### config.mk
export PLATFORM = sky130hd
export DESIGN_NAME = alu_muldiv_flat
export DESIGN_NICKNAME = d
export VERILOG_FILES = /design/src/rtl/alu_muldiv_pkg.sv /design/src/rtl/alu_muldiv_if.sv /design/src/rtl/alu_muldiv_md_divider.sv /design/src/rtl/alu_muldiv.sv /design/src/flat_wrapper.sv
export SDC_FILE = /design/constraint.sdc
export NUM_CORES = 2
export LEC_CHECK = 0
export BUFFER_PORTS_ARGS = -buffer_cell sky130_fd_sc_hd__buf_2
export CORE_ASPECT_RATIO = 1.4
export CORE_MARGIN = 2
export CORE_UTILIZATION = 35
export CTS_CLUSTER_DIAMETER = 120
export DETAILED_ROUTE_END_ITERATION = 10
export PLACE_DENSITY_LB_ADDON = 0.25
export SETUP_SLACK_MARGIN = 0.02
export SLEW_MARGIN = 30
export SYNTH_ARGS = -nofsm -noshare
export SYNTH_HDL_FRONTEND = slang
export SYNTH_HIERARCHICAL = 1
export SYNTH_SLANG_ARGS = --single-unit
### constraint.sdc
create_clock -name clk -period 3.9 [get_ports clk]
set_input_delay 0.195 -clock clk [delete_from_list [all_inputs] [get_ports clk]]
set_output_delay 0.195 -clock clk [all_outputs]
set_load 0.05 [all_outputs]
### src/rtl/alu_muldiv_pkg.sv
`default_nettype none
// ============================================================================
//  Module      : alu_muldiv_pkg
//  Description : Shared op codes, FSM state encodings and operand-signedness
//                helpers for the iterative multiply/divide unit.
//  Contents    : MD_* funct3 op codes, MD_IDLE/MD_CALC/MD_DONE encodings,
//                REG_WIDTH (default XLEN), md_op1_signed/md_op2_signed.
//  Revision    : 1.0 - initial release
// ============================================================================
package alu_muldiv_pkg;

  typedef logic [2:0] md_op_t;
  typedef logic [1:0] md_state_t;

  // Default datapath width for the unit.
  localparam int REG_WIDTH = 64;

  // funct3 op codes.
  localparam md_op_t MD_MUL    = 3'd0;
  localparam md_op_t MD_MULH   = 3'd1;
  localparam md_op_t MD_MULHSU = 3'd2;
  localparam md_op_t MD_MULHU  = 3'd3;
  localparam md_op_t MD_DIV    = 3'd4;
  localparam md_op_t MD_DIVU   = 3'd5;
  localparam md_op_t MD_REM    = 3'd6;
  localparam md_op_t MD_REMU   = 3'd7;

  // FSM state encodings.
  localparam md_state_t MD_IDLE = 2'd0;
  localparam md_state_t MD_CALC = 2'd1;
  localparam md_state_t MD_DONE = 2'd2;

  // rs1 is signed for everything except the fully-unsigned ops.
  function automatic logic md_op1_signed(input md_op_t op);
    return (op != MD_MULHU) && (op != MD_DIVU) && (op != MD_REMU);
  endfunction

  // rs2 is signed only for MUL/MULH/DIV/REM (MULHSU treats it as unsigned).
  function automatic logic md_op2_signed(input md_op_t op);
    return (op == MD_MUL) || (op == MD_MULH) || (op == MD_DIV) || (op == MD_REM);
  endfunction

endpackage
`default_nettype wire

### src/rtl/alu_muldiv_if.sv
`default_nettype none
// ============================================================================
//  Module      : alu_muldiv_if
//  Description : Request/response bundle of the multiply/divide unit.
//  Signals     : in_valid/in_ready/op/word/op1_in/op2_in  request side
//                flush                                     abort
//                out_valid/out_ready/alu_out                response side
//                busy                                      CALC or DONE
//  Modports    : master (EXU / stimulus side), slave (alu_muldiv)
//  Revision    : 1.0 - initial release
// ============================================================================
interface alu_muldiv_if #(
  parameter int XLEN = 64
);
  logic            in_valid;
  logic            in_ready;
  logic [2:0]      op;
  logic            word;
  logic [XLEN-1:0] op1_in;
  logic [XLEN-1:0] op2_in;
  logic            flush;
  logic            out_valid;
  logic            out_ready;
  logic [XLEN-1:0] alu_out;
  logic            busy;

  modport master (
    output in_valid, op, word, op1_in, op2_in, flush, out_ready,
    input  in_ready, out_valid, alu_out, busy
  );

  modport slave (
    input  in_valid, op, word, op1_in, op2_in, flush, out_ready,
    output in_ready, out_valid, alu_out, busy
  );
endinterface
`default_nettype wire

### src/rtl/alu_muldiv_md_divider.sv
`default_nettype none
// ============================================================================
//  Module      : md_divider
//  Description : One restoring shift-subtract step of an unsigned divider.
//                The dividend register shifts left, feeding its MSB into the
//                partial remainder and taking the new quotient bit in its LSB.
//  Ports       : i_rem   partial remainder (always < i_dvsr)
//                i_dvnd  dividend / quotient shift register
//                i_dvsr  divisor magnitude
//                o_rem   next partial remainder
//                o_dvnd  next dividend / quotient shift register
//  Revision    : 1.0 - initial release
// ============================================================================
module md_divider #(
  parameter int XLEN = 64
) (
  input  wire logic [XLEN-1:0] i_rem,
  input  wire logic [XLEN-1:0] i_dvnd,
  input  wire logic [XLEN-1:0] i_dvsr,
  output logic      [XLEN-1:0] o_rem,
  output logic      [XLEN-1:0] o_dvnd
);
  logic [XLEN:0] w_trial;
  logic [XLEN:0] w_diff;
  logic          w_borrow;

  assign w_trial = {i_rem, i_dvnd[XLEN-1]};
  assign w_diff  = w_trial - {1'b0, i_dvsr};
  // Since i_rem < i_dvsr, the trial fits below 2*i_dvsr, so the top bit of
  // the difference is set exactly when the subtraction went negative.
  assign w_borrow = w_diff[XLEN];

  assign o_rem  = w_borrow ? w_trial[XLEN-1:0] : w_diff[XLEN-1:0];
  assign o_dvnd = {i_dvnd[XLEN-2:0], ~w_borrow};
endmodule
`default_nettype wire

### src/rtl/alu_muldiv.sv
`default_nettype none
// ============================================================================
//  Module      : alu_muldiv
//  Description : Iterative RV M-extension unit: radix-2 shift-add multiplier
//                and restoring divider, one bit per clock, with valid/ready on
//                both sides and a synchronous flush. Optional 32-bit word ops.
//  Ports       : clk    clock
//                rst_n  asynchronous active-low reset
//                bus    alu_muldiv_if.slave (request, response, flush, busy)
//  Revision    : 1.0 - initial release
// ============================================================================
module alu_muldiv
  import alu_muldiv_pkg::*;
#(
  parameter int XLEN     = REG_WIDTH,
  parameter bit HAS_WORD = 1'b1
) (
  input  wire logic   clk,
  input  wire logic   rst_n,
  alu_muldiv_if.slave bus
);
  localparam int            c_cnt_w   = $clog2(XLEN + 1);
  localparam logic [c_cnt_w-1:0] c_n_full  = c_cnt_w'(XLEN);
  localparam logic [c_cnt_w-1:0] c_n_word  = c_cnt_w'(32);
  localparam logic [c_cnt_w-1:0] c_cnt_one = c_cnt_w'(1);
  localparam logic [c_cnt_w-1:0] c_cnt_0   = '0;

  // Low 32 bits extended to XLEN, signed or unsigned.
  function automatic logic [XLEN-1:0] f_ext32(input logic [31:0] v, input logic sgn);
    return sgn ? XLEN'($signed(v)) : XLEN'(v);
  endfunction

  // ---------------------------------------------------------------- state
  md_state_t              r_state;
  logic [c_cnt_w-1:0]     r_cnt;
  md_op_t                 r_op;
  logic                   r_word;
  logic                   r_neg;     // result must be negated at the end
  logic                   r_fast;    // result already known at accept
  logic [XLEN-1:0]        r_dvsr;    // multiplicand / divisor magnitude
  logic [XLEN-1:0]        r_shift;   // multiplier / dividend->quotient
  logic [2*XLEN-1:0]      r_acc;     // product, or partial remainder in low half
  logic [XLEN-1:0]        r_result;

  // ------------------------------------------------ accept-side operand prep
  logic            w_word;
  logic            w_sgn1, w_sgn2;
  logic [XLEN-1:0] w_a, w_b;
  logic            w_neg1, w_neg2;
  logic [XLEN-1:0] w_m1, w_m2;
  logic [XLEN-1:0] w_min;
  logic            w_div_zero, w_ovf, w_illegal, w_fast;
  logic [XLEN-1:0] w_fast_raw, w_fast_res;

  assign w_word = HAS_WORD ? bus.word : 1'b0;
  assign w_sgn1 = md_op1_signed(bus.op);
  assign w_sgn2 = md_op2_signed(bus.op);

  // Operands are brought to width N first, then represented at XLEN.
  assign w_a    = w_word ? f_ext32(bus.op1_in[31:0], w_sgn1) : bus.op1_in;
  assign w_b    = w_word ? f_ext32(bus.op2_in[31:0], w_sgn2) : bus.op2_in;
  assign w_neg1 = w_sgn1 & w_a[XLEN-1];
  assign w_neg2 = w_sgn2 & w_b[XLEN-1];
  assign w_m1   = w_neg1 ? -w_a : w_a;
  assign w_m2   = w_neg2 ? -w_b : w_b;

  assign w_min      = w_word ? f_ext32(32'h8000_0000, 1'b1) : {1'b1, {(XLEN-1){1'b0}}};
  assign w_div_zero = bus.op[2] & (w_b == '0);
  assign w_ovf      = bus.op[2] & ~bus.op[0] & (w_a == w_min) & (&w_b);
  assign w_illegal  = w_word & ~bus.op[2] & (bus.op[1:0] != 2'b00);
  assign w_fast     = w_illegal | w_div_zero | w_ovf;

  always_comb begin
    w_fast_raw = '0;
    if (w_illegal)
      w_fast_raw = '0;
    else if (w_div_zero)
      w_fast_raw = bus.op[1] ? w_a : '1;   // rem = dividend, quot = all ones
    else
      w_fast_raw = bus.op[1] ? '0 : w_a;   // overflow: rem = 0, quot = dividend
  end
  assign w_fast_res = w_word ? f_ext32(w_fast_raw[31:0], 1'b1) : w_fast_raw;

  // ------------------------------------------------------- iteration step
  logic [2*XLEN-1:0] w_mul_acc;
  logic [XLEN-1:0]   w_div_rem, w_div_dvnd;

  // Multiplier is scanned MSB first; word ops preload it left-aligned so
  // 32 steps consume exactly its 32 significant bits.
  assign w_mul_acc = {r_acc[2*XLEN-2:0], 1'b0}
                   + {{XLEN{1'b0}}, (r_shift[XLEN-1] ? r_dvsr : {XLEN{1'b0}})};

  md_divider #(
    .XLEN (XLEN)
  ) u_div (
    .i_rem  (r_acc[XLEN-1:0]),
    .i_dvnd (r_shift),
    .i_dvsr (r_dvsr),
    .o_rem  (w_div_rem),
    .o_dvnd (w_div_dvnd)
  );

  // ------------------------------------------------------ final sign fix
  logic [2*XLEN-1:0] w_prod;
  logic [XLEN-1:0]   w_quot, w_rem, w_raw, w_final;

  always_comb begin
    w_prod = r_neg ? -r_acc : r_acc;
    w_quot = r_neg ? -r_shift : r_shift;
    w_rem  = r_neg ? -r_acc[XLEN-1:0] : r_acc[XLEN-1:0];
    w_raw  = '0;
    if (!r_op[2])
      w_raw = (r_op == MD_MUL) ? w_prod[XLEN-1:0] : w_prod[2*XLEN-1:XLEN];
    else
      w_raw = r_op[1] ? w_rem : w_quot;
    w_final = r_word ? f_ext32(w_raw[31:0], 1'b1) : w_raw;
  end

  // ------------------------------------------------------------ sequencer
  always_ff @(posedge clk or negedge rst_n) begin
    if (!rst_n) begin
      r_state  <= MD_IDLE;
      r_cnt    <= '0;
      r_op     <= '0;
      r_word   <= 1'b0;
      r_neg    <= 1'b0;
      r_fast   <= 1'b0;
      r_dvsr   <= '0;
      r_shift  <= '0;
      r_acc    <= '0;
      r_result <= '0;
    end else if (bus.flush) begin
      r_state <= MD_IDLE;
    end else begin
      case (r_state)
        MD_IDLE: begin
          if (bus.in_valid) begin
            r_op    <= bus.op;
            r_word  <= w_word;
            r_neg   <= (bus.op[2] & bus.op[1]) ? w_neg1 : (w_neg1 ^ w_neg2);
            r_dvsr  <= w_m2;
            r_shift <= w_word ? (w_m1 << (XLEN - 32)) : w_m1;
            r_acc   <= '0;
            r_fast  <= w_fast;
            // The fast path parks in CALC for a single cycle with an empty
            // counter so its result appears one edge after accept.
            r_state <= MD_CALC;
            if (w_fast) begin
              r_cnt    <= c_cnt_0;
              r_result <= w_fast_res;
            end else begin
              r_cnt <= w_word ? c_n_word : c_n_full;
            end
          end
        end
        MD_CALC: begin
          if (r_cnt != c_cnt_0) begin
            r_cnt <= r_cnt - c_cnt_one;
            if (!r_op[2]) begin
              r_acc   <= w_mul_acc;
              r_shift <= r_shift << 1;
            end else begin
              r_acc   <= {{XLEN{1'b0}}, w_div_rem};
              r_shift <= w_div_dvnd;
            end
          end else begin
            if (!r_fast)
              r_result <= w_final;
            r_state <= MD_DONE;
          end
        end
        MD_DONE: begin
          if (bus.out_ready)
            r_state <= MD_IDLE;
        end
        default: r_state <= MD_IDLE;
      endcase
    end
  end

  assign bus.in_ready  = (r_state == MD_IDLE) && !bus.flush;
  assign bus.out_valid = (r_state == MD_DONE);
  assign bus.busy      = (r_state != MD_IDLE);
  assign bus.alu_out   = r_result;
endmodule
`default_nettype wire

### src/flat_wrapper.sv
// flat-port wrapper written by rule: the top's interface ports become plain ports
module alu_muldiv_flat import alu_muldiv_pkg::*;
#(
  parameter int XLEN     = REG_WIDTH,
  parameter bit HAS_WORD = 1'b1
)
  (clk, rst_n, bus_in_valid, bus_op, bus_word, bus_op1_in, bus_op2_in, bus_flush, bus_out_ready, bus_in_ready, bus_out_valid, bus_alu_out, bus_busy);
  alu_muldiv_if #(.XLEN(XLEN)) bus_i ();
  input  wire logic clk;
  input  wire logic rst_n;
  input wire logic [$bits(bus_i.in_valid)-1:0] bus_in_valid;
  input wire logic [$bits(bus_i.op)-1:0] bus_op;
  input wire logic [$bits(bus_i.word)-1:0] bus_word;
  input wire logic [$bits(bus_i.op1_in)-1:0] bus_op1_in;
  input wire logic [$bits(bus_i.op2_in)-1:0] bus_op2_in;
  input wire logic [$bits(bus_i.flush)-1:0] bus_flush;
  input wire logic [$bits(bus_i.out_ready)-1:0] bus_out_ready;
  output wire logic [$bits(bus_i.in_ready)-1:0] bus_in_ready;
  output wire logic [$bits(bus_i.out_valid)-1:0] bus_out_valid;
  output wire logic [$bits(bus_i.alu_out)-1:0] bus_alu_out;
  output wire logic [$bits(bus_i.busy)-1:0] bus_busy;
  assign bus_i.in_valid = bus_in_valid;
  assign bus_i.op = bus_op;
  assign bus_i.word = bus_word;
  assign bus_i.op1_in = bus_op1_in;
  assign bus_i.op2_in = bus_op2_in;
  assign bus_i.flush = bus_flush;
  assign bus_i.out_ready = bus_out_ready;
  assign bus_in_ready = bus_i.in_ready;
  assign bus_out_valid = bus_i.out_valid;
  assign bus_alu_out = bus_i.alu_out;
  assign bus_busy = bus_i.busy;
  alu_muldiv #(.XLEN(XLEN), .HAS_WORD(HAS_WORD)) u_core (.clk(clk), .rst_n(rst_n), .bus(bus_i));
endmodule
==> flow_summary.json <==
{
  "wl_per_cell_um": 27.4,
  "status": "complete, no violations",
  "path_cells": "or3_4 -> or4b_4 -> or3_4 -> or3_4 -> or4_4 -> nand2_2 -> buf_4 -> xor2_1 -> a21oi_1 -> o32a_1",
  "cts.reportedPaths.clkPinSlew_ps": 70,
  "finalSetupViolCount": 0,
  "finalHoldViolCount": 0,
  "cp_num_buf_inv": 1,
  "drcViolationCount": 0,
  "cts_tree": "built",
  "overflow": 0,
  "syn2layout_area_growth_pct": 24.8,
  "clock_tree.buffer_depth": 3,
  "rows": 140,
  "worst_path_largest_cell_delay_ps": 580,
  "cp_data_arrival_time_ps": 4340,
  "synth_nets": 5171,
  "grt_first_pass_wirelength_mm": 267,
  "synth_async_sr_flop_share": 1.00,
  "cp_common_cell": "or3_4",
  "wl_mm": 186,
  "cp_top_family": "simple AND/OR/NAND/NOR gates",
  "synth.area.top_cells": "dfrtp_1, o21ai_0, a21oi_1, nand2_1, xor2_1",
  "cp_slowest_cell": "or4b_4",
  "cts_made_buffers": 41,
  "powerDensity_nw_per_um2": 847,
  "synth.largest_area_cell": "dfrtp_1",
  "routabilityCongestion": 1.04,
  "reg2reg_slack_ps": 70,
  "synth-edff-count": 0,
  "crit_path_max_fanout": 6,
  "grt_max_degree": 92,
  "worst_pin_slew_ps": 994,
  "fin_crit_sh": 0.982,
  "tns_ps": 0,
  "chipHeight_um": 386,
  "cts-root-buf": "clkbuf_16",
  "start_kind": "flip-flop",
  "grt_pass1_vias": 39586,
  "post-synth-top-count-cell": "nand2_1",
  "initialDrtViolationCount": 4108,
  "grt_util_all_layers": 0.335,
  "ioPinCount": 204,
  "design.core.area_um2": 104000,
  "ys_types": 99,
  "die_x_um": 277,
  "ys_ff_latch": 335,
  "syn-cell-area_um2": 36500,
  "vias_per_cell": 6.09,
  "io_buffers": 203,
  "synth_ff_type": "dfrtp_1",
  "endpoint_kind": "flip-flop",
  "antenna_found_initial": 5,
  "skew_ps": 30.1,
  "critPathKind": "flip-flop to flip-flop",
  "synth_top_area_frac": 0.230,
  "nets": 5690,
  "slew_viol_final": 0,
  "dp.cells": 6668,
  "htree_levels": 2,
  "peakVddDrop_mv": 0.539,
  "ys_seq_area_frac": 0.230,
  "min_path_type": "input port to flip-flop",
  "fmaxAchievable_mhz": 261,
  "cts_sinks": 335,
  "fin_crit_ps": 3830,
  "yosys_warnings": 6,
  "drive_gt1_frac": 0.225,
  "rsz0062_at_grt": "true",
  "worstPathRequired_ps": 4410,
  "drt-pass1-iter-count": 6,
  "antenna_left": 0,
  "synth.top_cells.by_count": "nand2_1, o21ai_0, nor2_1",
  "start_util": 0.352,
  "detailed_place_hpwl_mm": 147,
  "final-instance-count-excl-fill": 6804,
  "slew_headroom": 0.332,
  "clk_latency_ps": 630,
  "syn_inst": 4898,
  "p_leak_nw": 19.5,
  "syn_avg_cell_area_um2": 7.44,
  "vias": 41443,
  "maxCapViolations": 0,
  "dieArea_um2": 107000
}
cells in the final DEF (no fill, tap or decap), drive strengths merged, types with 48 or more instances in the layout:
cell and count:
buf 874, nand2 523, o21ai 465, nor2 399
a21oi 397, dfrtp 335, xor2 221, xnor2 210
inv 142, nor3 134, ha 134, nand3 111
nand4 96, mux2i 88, o31ai 80, and2 78
nor4 72, or3 69, a21o 68, mux2 66
a31oi 59, or4 59, clkbuf 48
cells by family (layout without fill, tap and decap cells):
kind of cell / after synthesis / after routing / synth area share
AOI/OAI and AO/OA: 1560 / 1560 / 0.272
xor gates and xnor gates: 431 / 431 / 0.104
buffers and inverters: 577 / 1128 / 0.0680
and+or+nand+nor: 1687 / 1687 / 0.223
other: 0 / 6 / 0
DFF: 335 / 335 / 0.230
adders and majority gates: 153 / 153 / 0.0517
muxes: 155 / 155 / 0.0509
what timing repair did:
| action | 4_1_cts | 5_1_grt |
|---|---|---|
| setup endpoints to repair | 107 | 155 |
| endpoints found under the hold margin | 112 | 0 |
| setup buffers | 6 | 11 |
| cloned | 3 | 0 |
| hold buffers | 39 | 0 |
| pin swaps | 10 | 61 |
| resized for setup | 51 | 178 |
worst register-to-register path: stages, from the launching register on:
cell	delay [ps]
dfrtp_1	370
or3_4	400
or4b_4	580
or3_4	430
or3_4	390
or4_4	560
nand2_2	160
buf_4	140
xor2_1	220
a21oi_1	170
o32a_1	310
report_power, final:
part	switching, mW	leakage, nW	internal [mW]
Clock	1.83	0.730	2.66
Sequential	1.57	4.28	4.62
Combinational	16.4	14.5	11.5
Total	19.8	19.5	18.8
flip-flops by register name, indices dropped and copies added, names as in the netlist, 2 cells and up:
signal / count
u_core/r_op: 3
u_core/r_dvsr: 64
u_core/r_cnt: 7
u_core/r_acc: 128
u_core/r_shift: 64
u_core/r_state: 2
u_core/bus.alu_out: 64
stage by stage:
step                total power, mW   util  hold WS, ps  worst slack (ps)  instance area [um^2]
floorplan                      21.8      -         -101              22.0                 36500
global placement               31.6  0.410          285              -385                 42500
detailed placement             31.7  0.410          283              -307                 42500
CTS                            37.2  0.432         6.60              21.9                 44800
global route                   40.4  0.439         29.7              -104                 45500
finish                         38.5  0.439         15.9              70.3                 45500
path summary, 6_finish.rpt:
check	startpoint	cells after the start	to
max in group asynchronous	rst_n	4	u_core/r_dvsr[48]
max	u_core/r_acc[10]	10	u_core/bus.alu_out[40]
min in group asynchronous	rst_n	2	u_core/r_dvsr[27]
min	bus_op2_in[62]	4	u_core/r_dvsr[63]
max reg2reg	u_core/r_acc[10]	10	u_core/bus.alu_out[40]
min reg2reg	u_core/bus.alu_out[23]	2	u_core/bus.alu_out[23]
area by class of cell:
cell class / instances / area, um^2
Antenna cell: 6 / 15.0
Clock buffer: 48 / 1110
Clock inverter: 27 / 399
Fill cell: 10658 / 58200
Inverter: 139 / 524
Multi-Input combinational cell: 3986 / 26600
Sequential cell: 335 / 8400
Tap cell: 1349 / 1690
Timing Repair Buffer: 914 / 6820
per-layer routing:
| metal | global-route usage | share of wire | vias to the layer above |
|---|---|---|---|
| li1 | - | - | 18877 |
| met1 | 0.358 | 0.35 | 19971 |
| met2 | 0.579 | 0.48 | 1956 |
| met3 | 0.0530 | 0.067 | 631 |
| met4 | 0.291 | 0.10 | 8 |
| met5 | 0 | 0.00028 | - |
No activity file was read; power rests on OpenSTA's default activity.
